### config.mk
export PLATFORM = sky130hd
export DESIGN_NAME = data_mem_arbiter
export DESIGN_NICKNAME = d
export VERILOG_FILES = /design/src/rtl/mips_pkg.sv /design/src/rtl/starve_counter.sv /design/src/rtl/data_mem_arbiter.sv
export SDC_FILE = /design/constraint.sdc
export NUM_CORES = 1
export LEC_CHECK = 0
export CAP_MARGIN = 20
export CORE_AREA = 4 4 113 115
export CTS_CLUSTER_DIAMETER = 100
export DETAILED_ROUTE_END_ITERATION = 6
export DIE_AREA = 0 0 117 119
export GPL_ROUTABILITY_DRIVEN = 0
export PLACE_DENSITY = 0.71
export SLEW_MARGIN = 20
export SYNTH_ARGS = -nofsm -noshare
export SYNTH_HDL_FRONTEND = slang
export SYNTH_SLANG_ARGS = --single-unit
### constraint.sdc
create_clock -name clk -period 1.87 [get_ports clk]
set_input_delay 0.187 -clock clk [delete_from_list [all_inputs] [get_ports clk]]
set_output_delay 0.187 -clock clk [all_outputs]
set_load 0.02 [all_outputs]
### src/rtl/mips_pkg.sv
// Shared types and constants for the MIPS pipeline data-memory path.
package mips_pkg;

  typedef enum logic {ARB_NORMAL, ARB_STARVE} arb_state_t;

  localparam int DEF_MAX_WAIT = 8;
  localparam int MEM_IDX_LSB  = 2;
  localparam int MEM_IDX_MSB  = 9;

endpackage

### src/rtl/starve_counter.sv
// Saturating 8-bit count of consecutive denied DMA cycles with a terminal flag.
module starve_counter #(
  parameter int MAX_WAIT = 8
) (
  input  logic clk,
  input  logic rst_n,
  input  logic clr,
  input  logic inc,
  output logic term
);

  localparam logic [7:0] TERM_VAL = 8'(MAX_WAIT - 1);

  logic [7:0] wcnt;

  always_ff @(posedge clk or negedge rst_n) begin
    if (!rst_n) begin
      wcnt <= '0;
    end else if (clr) begin
      wcnt <= '0;
    end else if (inc && (wcnt != 8'hFF)) begin
      wcnt <= wcnt + 8'd1;
    end
  end

  assign term = (wcnt == TERM_VAL);

endmodule

### src/rtl/data_mem_arbiter.sv
// Shares the single-ported data memory between the MEM stage (fixed priority)
// and a DMA port, with a starvation guard that forces one DMA slot.
module data_mem_arbiter import mips_pkg::*; #(
  parameter int ADDR_W   = 32,
  parameter int DATA_W   = 32,
  parameter int MAX_WAIT = DEF_MAX_WAIT
) (
  input  logic              clk,
  input  logic              rst_n,
  input  logic              cpu_mem_read,
  input  logic              cpu_mem_write,
  input  logic [ADDR_W-1:0] cpu_addr,
  input  logic [DATA_W-1:0] cpu_wdata,
  output logic [DATA_W-1:0] cpu_rdata,
  output logic              cpu_stall,
  input  logic              dma_req,
  input  logic              dma_we,
  input  logic [ADDR_W-1:0] dma_addr,
  input  logic [DATA_W-1:0] dma_wdata,
  output logic              dma_gnt,
  output logic [DATA_W-1:0] dma_rdata,
  output logic              dma_rvalid,
  output logic              mem_read,
  output logic              mem_write,
  output logic [ADDR_W-1:0] mem_addr,
  output logic [DATA_W-1:0] mem_wdata,
  input  logic [DATA_W-1:0] mem_rdata
);

  arb_state_t state, state_nxt;
  logic cpu_act, cpu_own, dma_own;
  logic cnt_clr, cnt_inc, cnt_term;

  assign cpu_act = cpu_mem_read | cpu_mem_write;

  starve_counter #(.MAX_WAIT(MAX_WAIT)) u_cnt (
    .clk   (clk),
    .rst_n (rst_n),
    .clr   (cnt_clr),
    .inc   (cnt_inc),
    .term  (cnt_term)
  );

  always_ff @(posedge clk or negedge rst_n) begin
    if (!rst_n) begin
      state <= ARB_NORMAL;
    end else begin
      state <= state_nxt;
    end
  end

  always_comb begin
    cpu_own   = 1'b0;
    dma_own   = 1'b0;
    state_nxt = state;
    cnt_clr   = 1'b0;
    cnt_inc   = 1'b0;

    if ((state == ARB_STARVE) && dma_req) begin
      dma_own = 1'b1;
    end else if (cpu_act) begin
      cpu_own = 1'b1;
    end else if (dma_req) begin
      dma_own = 1'b1;
    end

    if (!dma_req || dma_own) begin
      state_nxt = ARB_NORMAL;
      cnt_clr   = 1'b1;
    end else if (state == ARB_NORMAL) begin
      if (cnt_term) begin
        state_nxt = ARB_STARVE;
        cnt_clr   = 1'b1;
      end else begin
        cnt_inc = 1'b1;
      end
    end
  end

  // A simultaneous load+store from the CPU is treated as a store.
  always_comb begin
    mem_read  = 1'b0;
    mem_write = 1'b0;
    mem_addr  = '0;
    mem_wdata = '0;
    if (cpu_own) begin
      mem_write = cpu_mem_write;
      mem_read  = cpu_mem_read & ~cpu_mem_write;
      mem_addr  = cpu_addr;
      mem_wdata = cpu_wdata;
    end else if (dma_own) begin
      mem_write = dma_we;
      mem_read  = ~dma_we;
      mem_addr  = dma_addr;
      mem_wdata = dma_wdata;
    end
  end

  assign cpu_rdata = (cpu_own && mem_read) ? mem_rdata : '0;
  assign cpu_stall = cpu_act & ~cpu_own;
  assign dma_gnt   = dma_own;

  always_ff @(posedge clk or negedge rst_n) begin
    if (!rst_n) begin
      dma_rvalid <= 1'b0;
      dma_rdata  <= '0;
    end else begin
      dma_rvalid <= dma_own & ~dma_we;
      if (dma_own && !dma_we) begin
        dma_rdata <= mem_rdata;
      end
    end
  end

endmodule
==> metrics.txt, run 1 <==
# TYPE chip_impl_metric gauge
chip_impl_info{name="run_status",value="completed"} 1
chip_impl_info{name="crit_path_end_kind",value="output pin"} 1
chip_impl_metric{name="drv.max_cap_violation_count",unit=""} 0
chip_impl_metric{name="cellLeakagePower",unit="nW"} 2.83
chip_impl_metric{name="cts-htree-levels",unit=""} 2
chip_impl_metric{name="min_period",unit="ps"} 1840
chip_impl_info{name="reg2reg_from",value="u_cnt.wcnt[0]"} 1
chip_impl_metric{name="worst-r2r-cell-count",unit=""} 5
chip_impl_metric{name="ys_warn_count",unit=""} 0
chip_impl_metric{name="postSynthCellCount",unit=""} 376
chip_impl_metric{name="fp.dieH",unit="um"} 119
chip_impl_info{name="tritoncts",value="built"} 1
chip_impl_metric{name="final-setup-viol-count",unit=""} 0
chip_impl_metric{name="skew",unit="ps"} 5.55
chip_impl_metric{name="die-area",unit="sq mm"} 0.0139
chip_impl_metric{name="first_iter_violations",unit=""} 295
chip_impl_info{name="rsz0062_at_grt",value="true"} 1
chip_impl_metric{name="clk_latency",unit="ps"} 280
chip_impl_metric{name="timing_max_transition_violations_final",unit=""} 0
chip_impl_info{name="final_common_cell",value="clkdlybuf4s50_1"} 1
chip_impl_metric{name="max_clk_rate",unit="MHz"} 545
chip_impl_metric{name="area_delta_synth_final",unit="%"} 106
chip_impl_metric{name="drive_above_1_share",unit="%"} 25.4
chip_impl_metric{name="grt_start_max_net_pins",unit=""} 43
chip_impl_metric{name="totalWireLength",unit="um"} 14300
chip_impl_metric{name="post_drt_antenna_nets",unit=""} 0
chip_impl_metric{name="finish.utilization",unit="%"} 51.0
chip_impl_metric{name="worst_setup_hold_path_clk_slew",unit="ps"} 60
chip_impl_metric{name="clock_path_buffers",unit=""} 2
chip_impl_metric{name="place.detailed.hpwl",unit="um"} 11100
chip_impl_metric{name="antenna_cells",unit=""} 0
chip_impl_metric{name="core_region_area",unit="sq mm"} 0.0118
chip_impl_info{name="min_path_type",value="primary input to async pin"} 1
chip_impl_metric{name="via_count",unit=""} 3827
chip_impl_metric{name="average_size_of_a_mapped_cell",unit="sq um"} 7.77
chip_impl_metric{name="grt_first_pass_wirelength",unit="um"} 20200
chip_impl_metric{name="critical_path_required",unit="ps"} 1680
chip_impl_info{name="r2r-end",value="u_cnt.wcnt[1]"} 1
chip_impl_metric{name="io_pins",unit=""} 299
chip_impl_metric{name="grt_pass1_vias",unit=""} 3709
chip_impl_metric{name="worst-slew-pin-transition",unit="ps"} 529
chip_impl_metric{name="cts_inserted_buffers",unit=""} 5
chip_impl_metric{name="grtUsageTotal",unit="%"} 18.2
chip_impl_metric{name="hold_viol",unit=""} 0
chip_impl_metric{name="initial_core_util",unit="%"} 24.7
chip_impl_metric{name="netlist_area_before_placement",unit="sq mm"} 0.00292
chip_impl_metric{name="grt_antenna_before_repair",unit=""} 0
chip_impl_info{name="setup.worst_path.start_class",value="flip-flop"} 1
chip_impl_metric{name="yosysSeqAreaShare",unit="%"} 36.0
chip_impl_metric{name="cts.sinks",unit=""} 42
chip_impl_metric{name="cp_arrival",unit="ps"} 1650
chip_impl_metric{name="globalRouteOverflowTotal",unit=""} 0
chip_impl_metric{name="port_buffers",unit=""} 298
chip_impl_metric{name="vias_per_cell",unit=""} 4.63
chip_impl_info{name="mostFrequentLayoutCells",value="clkdlybuf4s50_1, nand2_1, buf_2, o21ai_0, dfrtp_1"} 1
chip_impl_metric{name="synth.net_count",unit=""} 543
chip_impl_metric{name="final_net_count",unit=""} 846
chip_impl_metric{name="drt_pass1_iterations",unit=""} 6
chip_impl_info{name="crit_start",value="state"} 1
chip_impl_metric{name="irDropWorstVdd",unit="mV"} 0.380
chip_impl_metric{name="drc_violations",unit=""} 0
chip_impl_metric{name="period_share",unit="%"} 98.2
chip_impl_metric{name="std_cell_rows",unit=""} 40
chip_impl_metric{name="synth_cell_types",unit=""} 37
chip_impl_metric{name="worst-r2r-setup-slack",unit="ps"} 340
chip_impl_metric{name="die_width",unit="um"} 117
chip_impl_info{name="timing.setup.critical_path_class",value="flip-flop to output pin"} 1
chip_impl_metric{name="worst-path-max-fanout",unit=""} 9
chip_impl_metric{name="timing.setup.tns",unit="ps"} 0
chip_impl_metric{name="power-per-cell-area",unit="mW/mm^2"} 641
chip_impl_metric{name="maxSlewHeadroom",unit="%"} 64.7
chip_impl_metric{name="synth.ff_latch_count",unit=""} 42
chip_impl_info{name="clk_root_buffer_cell",value="clkbuf_16"} 1
chip_impl_metric{name="wl_per_cell",unit="um"} 17.3
## power breakdown
part | switching, mW | internal, mW
Combinational | 0.827 | 0.918
Clock | 0.340 | 0.630
Sequential | 0.0803 | 1.07
Total | 1.25 | 2.61
## cells in the mapped netlist, drive strengths merged
cell type / n / area [sq um]
a31o: 1 / 8.76
nor2: 10 / 47.6
a32o: 1 / 10.0
a211oi: 1 / 7.51
nor3: 4 / 20.0
nand4: 2 / 12.5
and2: 32 / 200
and3b: 1 / 12.5
xor2: 2 / 17.5
nor3b: 1 / 7.51
and4bb: 1 / 12.5
mux2i: 2 / 20.0
nand2: 133 / 502
ha: 1 / 12.5
o211ai: 1 / 21.3
nor2b: 1 / 6.26
clkbuf: 13 / 52.6
nand2b: 1 / 6.26
o21ai: 65 / 325
buf: 15 / 121
inv: 3 / 11.3
mux2: 32 / 360
nor4bb: 1 / 10.0
a21oi: 3 / 18.8
or2b: 1 / 7.51
a31oi: 1 / 6.26
and3: 2 / 12.5
and4: 1 / 8.76
nand3: 2 / 10.0
dfrtp: 42 / 1050
## per-stage QoR
stage          total power, mW  cell area [sq um]  hold slack (ps)  std cells  setup slack (ps)
2_1_floorplan             1.88               2920             -109        376               349
3_3_place_gp              2.95               6100              279        812              -473
3_5_place_dp              2.97               6100              287        812              -518
4_1_cts                   3.87               6060              507        824              -131
5_1_grt                   4.06               6020              526        827             -19.3
6_report                  3.86               6020              494        827              34.2
## state kept, by name, summed over array words and instances, names as in the netlist
name / flops
dma_rdata: 32
dma_rvalid: 1
state: 1
u_cnt.wcnt: 8
## layout make-up
cell class	count	area, sq um
well taps	147	184
flip-flops and latches	42	1050
clock buffers	6	129
inverters	3	11.3
clock inverters	2	37.5
fillers	1174	5790
repair buffers	324	2910
multi-input cells	303	1700
## metal layers
layer	vias up	routed length (um)	GRT usage, %
li1	1851	-	-
met1	1761	5260	20.5
met2	200	7290	33.3
met3	15	1560	5.74
met4	0	166	3.44
met5	-	0	0
## kinds of logic (layout without fill, tap and decap cells)
family	after synthesis	after routing	synth area share, %
mux	34	34	13.0
flops	42	42	36.0
compound gates	73	73	13.6
xor+xnor	2	2	0.600
buf+inv	31	335	6.34
simple gates	193	193	30.0
fa+ha+maj	1	1	0.428
## timing repair
| item | in CTS | in global routing |
|---|---|---|
| endpoints found under the setup margin | 97 | 90 |
| hold endpoints to repair | 35 | 0 |
| buffers inserted | 2 | 0 |
| hold buffers | 1 | 0 |
| resized for setup | 406 | 69 |
| cloned | 1 | 3 |
| pin swaps | 0 | 0 |
## worst max path at each step
stage          cells past startpoint            end
3_3_place_gp                       7  mem_wdata[19]
5_1_grt                            7  mem_wdata[13]
4_1_cts                            7  mem_wdata[15]
6_report                           7   mem_addr[30]
2_1_floorplan                      4   mem_addr[25]
3_5_place_dp                       7  mem_wdata[19]
## worst max-delay path, cell delays in order, from the launching register on
cell and delay (ps):
dfrtp_1 390, buf_6 130, a21oi_4 140, buf_12 170, buf_4 160, nand2_1 60
o21ai_1 130, buf_4 190
No activity file was read; power rests on OpenSTA's default activity.
==> inputs of run 2 (changes only) <==
CAP_MARGIN = 5   (was 20)
==> results of run 2 <==
Final layout, timing and power as in run 1 (identical DEF).
